### src/rtl/fifo.sv
// First-word-fall-through FIFO: circular buffer with (BITDEPTH+1)-bit pointers,
// the extra MSB separating full from empty. Buffer contents are never reset.
module fifo #(
  parameter int BITWIDTH = 8,
  parameter int BITDEPTH = 2
) (
  input  logic                clk6x,
  input  logic                resetn,
  input  logic [BITWIDTH-1:0] wport_i,
  input  logic                wenq_i,
  output logic [BITWIDTH-1:0] rport_o,
  input  logic                rdeq_i,
  output logic                full_o,
  output logic                empty_o,
  output logic [BITDEPTH:0]   count_o
);

  localparam int                DEPTH      = 2 ** BITDEPTH;
  localparam logic [BITDEPTH:0] FULL_COUNT = (BITDEPTH + 1)'(DEPTH);
  localparam logic [BITDEPTH:0] PTR_ONE    = (BITDEPTH + 1)'(1);

  logic [BITWIDTH-1:0] mem_q [DEPTH];
  logic [BITDEPTH:0]   wptr_q, wptr_d;
  logic [BITDEPTH:0]   rptr_q, rptr_d;
  logic                do_wr, do_rd;

  assign count_o = wptr_q - rptr_q;
  assign empty_o = (count_o == '0);
  assign full_o  = (count_o == FULL_COUNT);
  assign rport_o = mem_q[rptr_q[BITDEPTH-1:0]];

  // A write while full is allowed only when the head is leaving on the same edge;
  // it then lands in the slot being vacated.
  assign do_wr = wenq_i && (!full_o || rdeq_i);
  assign do_rd = rdeq_i && !empty_o;

  always_comb begin
    wptr_d = wptr_q;
    rptr_d = rptr_q;
    if (do_wr) wptr_d = wptr_q + PTR_ONE;
    if (do_rd) rptr_d = rptr_q + PTR_ONE;
  end

  always_ff @(posedge clk6x or negedge resetn) begin
    if (!resetn) begin
      wptr_q <= '0;
      rptr_q <= '0;
    end else begin
      wptr_q <= wptr_d;
      rptr_q <= rptr_d;
    end
  end

  always_ff @(posedge clk6x) begin
    if (do_wr) mem_q[wptr_q[BITDEPTH-1:0]] <= wport_i;
  end

endmodule

### config.mk
export PLATFORM = sky130hd
export DESIGN_NAME = fifo
export DESIGN_NICKNAME = d
export VERILOG_FILES = /design/src/rtl/fifo.sv
export SDC_FILE = /design/constraint.sdc
export NUM_CORES = 1
export LEC_CHECK = 0
export CAP_MARGIN = 20
export CORE_UTILIZATION = 56
export CTS_BUF_LIST = sky130_fd_sc_hd__clkbuf_8 sky130_fd_sc_hd__clkbuf_16
export DETAILED_ROUTE_END_ITERATION = 7
export PLACE_DENSITY = 0.82
export RECOVER_POWER = 100
export SETUP_SLACK_MARGIN = 0.4
export SYNTH_ARGS = -nofsm -noshare
export SYNTH_HDL_FRONTEND = slang
export SYNTH_SLANG_ARGS = --single-unit
### constraint.sdc
create_clock -name clk6x -period 5.8 [get_ports clk6x]
set_input_delay 0.87 -clock clk6x [delete_from_list [all_inputs] [get_ports clk6x]]
set_output_delay 0.87 -clock clk6x [all_outputs]
set_load 0.01 [all_outputs]
# Word-level counts from Yosys, hierarchy flattened
# Memory sizes are Yosys's and may differ from the RTL's.
# Cells that the tools add are included.
[word_totals]
register_bits = 6
ramBits = 32
input_bits = 12
out_inout_bits = 13
word_cells = 15
n_memories = 1
[classes]
add_sub_neg = 3
n_eq_ne = 1
mux = 2
reduce_logical = 6
[memory_table]
columns = ["memory", "depth", "word_bits", "read_ports", "rd_clocked_by_memory_dff", "write_ports", "line", "rtl"]
rows = [
  ["mem_q", 4, 8, 1, 0, 1, "22", "logic [BITWIDTH-1:0] mem_q [DEPTH];"],
]
[op_table]
columns = ["cell", "n"]
rows = [
  ["adder 3 x 1 -> 3 bit (second input constant)", 2],
  ["equality test 3 bit (second input constant)", 1],
  ["zero test 3 bit", 1],
  ["subtractor 3 bit", 1],
  ["logical AND 1 bit", 2],
  ["zero test 1 bit", 2],
  ["two-way mux 1 bit", 2],
  ["logical OR 1 bit", 1],
]

# Depth between registers and ports, before layout
[depth]
depth_word = 7
ltp_mapped = 6

# Worst setup path after synthesis
# No wires, ideal clock.
[synth_path]
path_kind = "register to output"
from = "register wptr_q[0]"
to = "output port full_o"
arrival_time_ps = 1674
required_time_ps = 4930
setup_slack_ps = 3256
stages_incl_launch_ff = 6
path_buffers = 0
path_cell_list = "dfrtp_1 -> inv_1 -> ha_1 -> fa_1 -> xor3_2 -> and3_2"
[synth_between]
elab_chain_len = 2
[synth_lines]
columns = ["element", "line", "rtl"]
rows = [
  ["start: declaration", "23", "logic [BITDEPTH:0] wptr_q, wptr_d;"],
  ["start signal: assignment", "49", "wptr_q <= wptr_d;"],
  ["subtractor 3 bit", "27", "assign count_o = wptr_q - rptr_q;"],
  ["named net count_o[2]", "15", "output logic [BITDEPTH:0] count_o"],
  ["equality test 3 bit", "29", "assign full_o = (count_o == FULL_COUNT);"],
  ["end: declaration", "13", "output logic full_o,"],
]
# The timed path passes the listed nets, and every way through them passes these cells.

# Worst setup path after layout
[layout_path]
from = "register rptr_q[0]"
to = "output port full_o"
[layout_between]
elab_chain_len = 2
[layout_lines]
columns = ["element", "line", "rtl"]
rows = [
  ["start: declaration", "24", "logic [BITDEPTH:0] rptr_q, rptr_d;"],
  ["start signal: assignment", "50", "rptr_q <= rptr_d;"],
  ["subtractor 3 bit", "27", ""],
  ["equality test 3 bit", "29", ""],
]
# Every way passes these cells.

==> metrics.md <==
| Metric | Value |
|---|---|
| Status | `complete, no violations` |
| Diodes inserted | `0` |
| Post-CTS Hold Buffers | `0` |
| Die area | `roughly 3100 sq um` |
| Worst slew pin tran | `around 960 ps` |
| Synthesized flop and latch total | `38` |
| Maximum VDD drop | `approximately 0.43 mV` |
| CP endpoint kind | `output port` |
| Avg Cell Area, Syn | `approximately 19 sq um` |
| Iteration count of the initial detailed-routing pass | `4` |
| Final Hold Viols | `0` |
| Initial DRC count | `22` |
| DRC Markers | `0` |
| Mapped cell area | `around 1600 sq um` |
| Total wire length | `around 2500 um` |
| Initial antenna violation count | `0` |
| GRT overflow | `0` |
| Yosys warns | `0` |
| WP data required | `4930 ps` |
| Largest net degree at the start of global routing | `12` |
| Pwr Total | `1110 uW` |
| # H-tree levels | `2` |
| Share of cells above drive strength 1 | `15.7%` |
| RSZ-0062 raised after global routing | `no` |
| Gpl congestion | `0.724` |
| Vias per std cell | `around 5.7` |
| Clock tree from TritonCTS | `done` |
| Clock transition at the registers of the reported paths | `roughly 70 ps` |
| Post-synthesis sequential area ratio | `about two thirds` |
| Synthesized instance count | `85` |
| Leak pwr | `0.000728 uW` |
| Maximum fanout along the worst path | `11` |
| Endpoints failing setup | `0` |
| HP Class | `flip-flop to flip-flop` |
| Final net count | `around 130` |
| Syn nets | `between 100 and 150` |
| Die W | `approximately 56 um` |
| Deepest clock path buffer count | `2` |
| Port Buf Inserts | `24` |
| Worst Path Class, Setup | `flip-flop to output port` |
| Max-Cap Viols | `0` |
| WP data arrival | `between 2000 and 3000 ps` |
| Fin Clk Skew | `5.21 ps` |
| Area delta synth->final | `21.3%` |
| Tcrit/Tclk final | `62.3%` |
| Fin. max-slew vios | `0` |
| # resized after CTS | `0` |
| Clock Tree Root | `clkbuf_8` |
| Final worst slack | `roughly 2200 ps` |
| Num rows | `19` |
| Core ar. | `roughly 2800 sq um` |
| Clock tree sinks | `38` |
| Routed Antenna Nets | `0` |
| Post-DP HPWL | `1760 um` |
| Die Ht | `55.9 um` |
| Power density cells | `roughly 560 nW/um^2` |
| Final TNS setup | `0 ps` |
| Pre-CTS setup slack | `2500 ps` |
| Num CTS Buffers | `5` |
| Max-slew headroom | `roughly 36%` |
| Vias in the first global route | `860` |
| Total track usage | `~18%` |
| Fmax | `around 280 MHz` |
| Global-route wire length before repair | `a little over 4000 um` |
| # IOs | `25` |
| WL per Instance | `17.3 um` |
| Minimum clock period | `~3600 ps` |
| Startpoint types | `flip-flop` |
| Number of fill cells | `between 150 and 200` |
| Via count | `836` |
| Worst-Skew Late Latency | `about 270 ps` |
| Post-CTS Setup Repair Bufs | `0` |
| Synth unique cells | `22` |
| Starting Density | `58.9%` |
cell families after synthesis:
family                     count (synthesis)  synth area share (%)
xor gates and xnor gates                   5                  3.70
muxes                                     10                  12.9
AOI/OAI and AO/OA                          5                  3.08
adders and majority gates                  7                  5.86
buffers and inverters                      6                  1.46
and+or+nand+nor                           14                  4.55
DFF                                       38                  68.4
cell type report:
type                       instances  area, sq um  area share [%]
sequential                        38         1110            56.4
multi-input combinational         41          473            24.0
timing repair buffer              24          240            12.2
clock inverter                     2         8.76           0.445
clock buffer                       6         82.6            4.19
tap                               31         38.8            1.97
inverter                           4         15.0           0.762
registers in the layout (all words and copies together), names as in the netlist:
register  flops
mem_q        32
rptr_q        3
wptr_q        3
routing by layer:
metal	up-vias	wire length, um	GRT usage, %
li1	388	-	-
met1	421	1130	22.1
met2	23	1250	30.8
met3	4	115	5.58
met4	0	31	5.57
met5	-	0	0
final timing paths:
path	start	to	cells after the start	slack (ps)
max reg2reg	rptr_q[0]$_DFFE_PN0P_	mem_q[1][6]$_DFFE_PP_	5	2530
min	wptr_q[1]$_DFFE_PN0P_	wptr_q[1]$_DFFE_PN0P_	1	590
max in group asynchronous	resetn	rptr_q[2]$_DFFE_PN0P_	1	4660
max	rptr_q[0]$_DFFE_PN0P_	full_o	5	2180
min in group asynchronous	resetn	rptr_q[1]$_DFFE_PN0P_	1	910
min reg2reg	wptr_q[1]$_DFFE_PN0P_	wptr_q[1]$_DFFE_PN0P_	1	590
cells in the mapped netlist:
cell       n  area share [%]
mux4_2     8              11
buf_1      1            0.23
a21boi_4   1             1.2
inv_1      4            0.92
xnor2_1    4             2.2
buf_2      1            0.31
o311ai_0   2             1.1
and2_1     3             1.2
fa_1       1             1.2
nand2_1    5             1.2
xor3_2     1             1.5
dfrtp_1    6             9.2
mux2_4     2             1.8
nand4_1    1            0.39
a21oi_1    1            0.31
nor2_1     2            0.46
edfxtp_1  32              59
ha_1       6             4.6
or3_1      1            0.39
o21ai_2    1            0.54
and3b_1    1            0.54
and3_2     1            0.46
report_power, final:
group	internal, uW	switching, uW
sequential	374	60.0
clock	94.0	80.5
combinational	277	223
total	745	364
critical path, cell delays in order (launching register included):
cell	delay, ps
dfrtp_1	600
ha_1	320
fa_1	440
xor3_1	280
and3_2	240
dlygate4sd3_1	590
per-stage QoR:
| stage | area [sq um] | std cells | utilization [%] | hold slack [ps] |
|---|---|---|---|---|
| finish | 1970 | 146 | 71.4 | 591 |
| global route | 1970 | 146 | 71.4 | 611 |
| CTS | 1990 | 146 | 72.0 | 587 |
| detailed placement | 1890 | 138 | 68.7 | 568 |
| global placement | 1890 | 138 | 68.7 | 551 |
| floorplan | 1620 | 85 | - | 531 |
cell usage in the layout, fill, tap and decap left out:
master / synthesis / final
xnor2_1: 4 / 4
dlygate4sd3_1: 0 / 22
nor2_1: 2 / 2
fa_1: 1 / 1
clkinv_2: 0 / 1
dfrtp_1: 6 / 6
and2_0: 0 / 3
or3_1: 1 / 1
and3b_1: 1 / 1
o311ai_0: 2 / 2
and3_2: 1 / 1
nand2_1: 5 / 5
o21ai_0: 0 / 1
mux2_4: 2 / 2
mux4_2: 8 / 8
xor3_1: 0 / 1
nand4_1: 1 / 1
ha_1: 6 / 6
clkbuf_8: 0 / 6
clkdlybuf4s50_1: 0 / 2
a21boi_0: 0 / 1
edfxtp_1: 32 / 32
a21oi_1: 1 / 1
inv_1: 4 / 5
No activity file was read; power rests on OpenSTA's default activity.
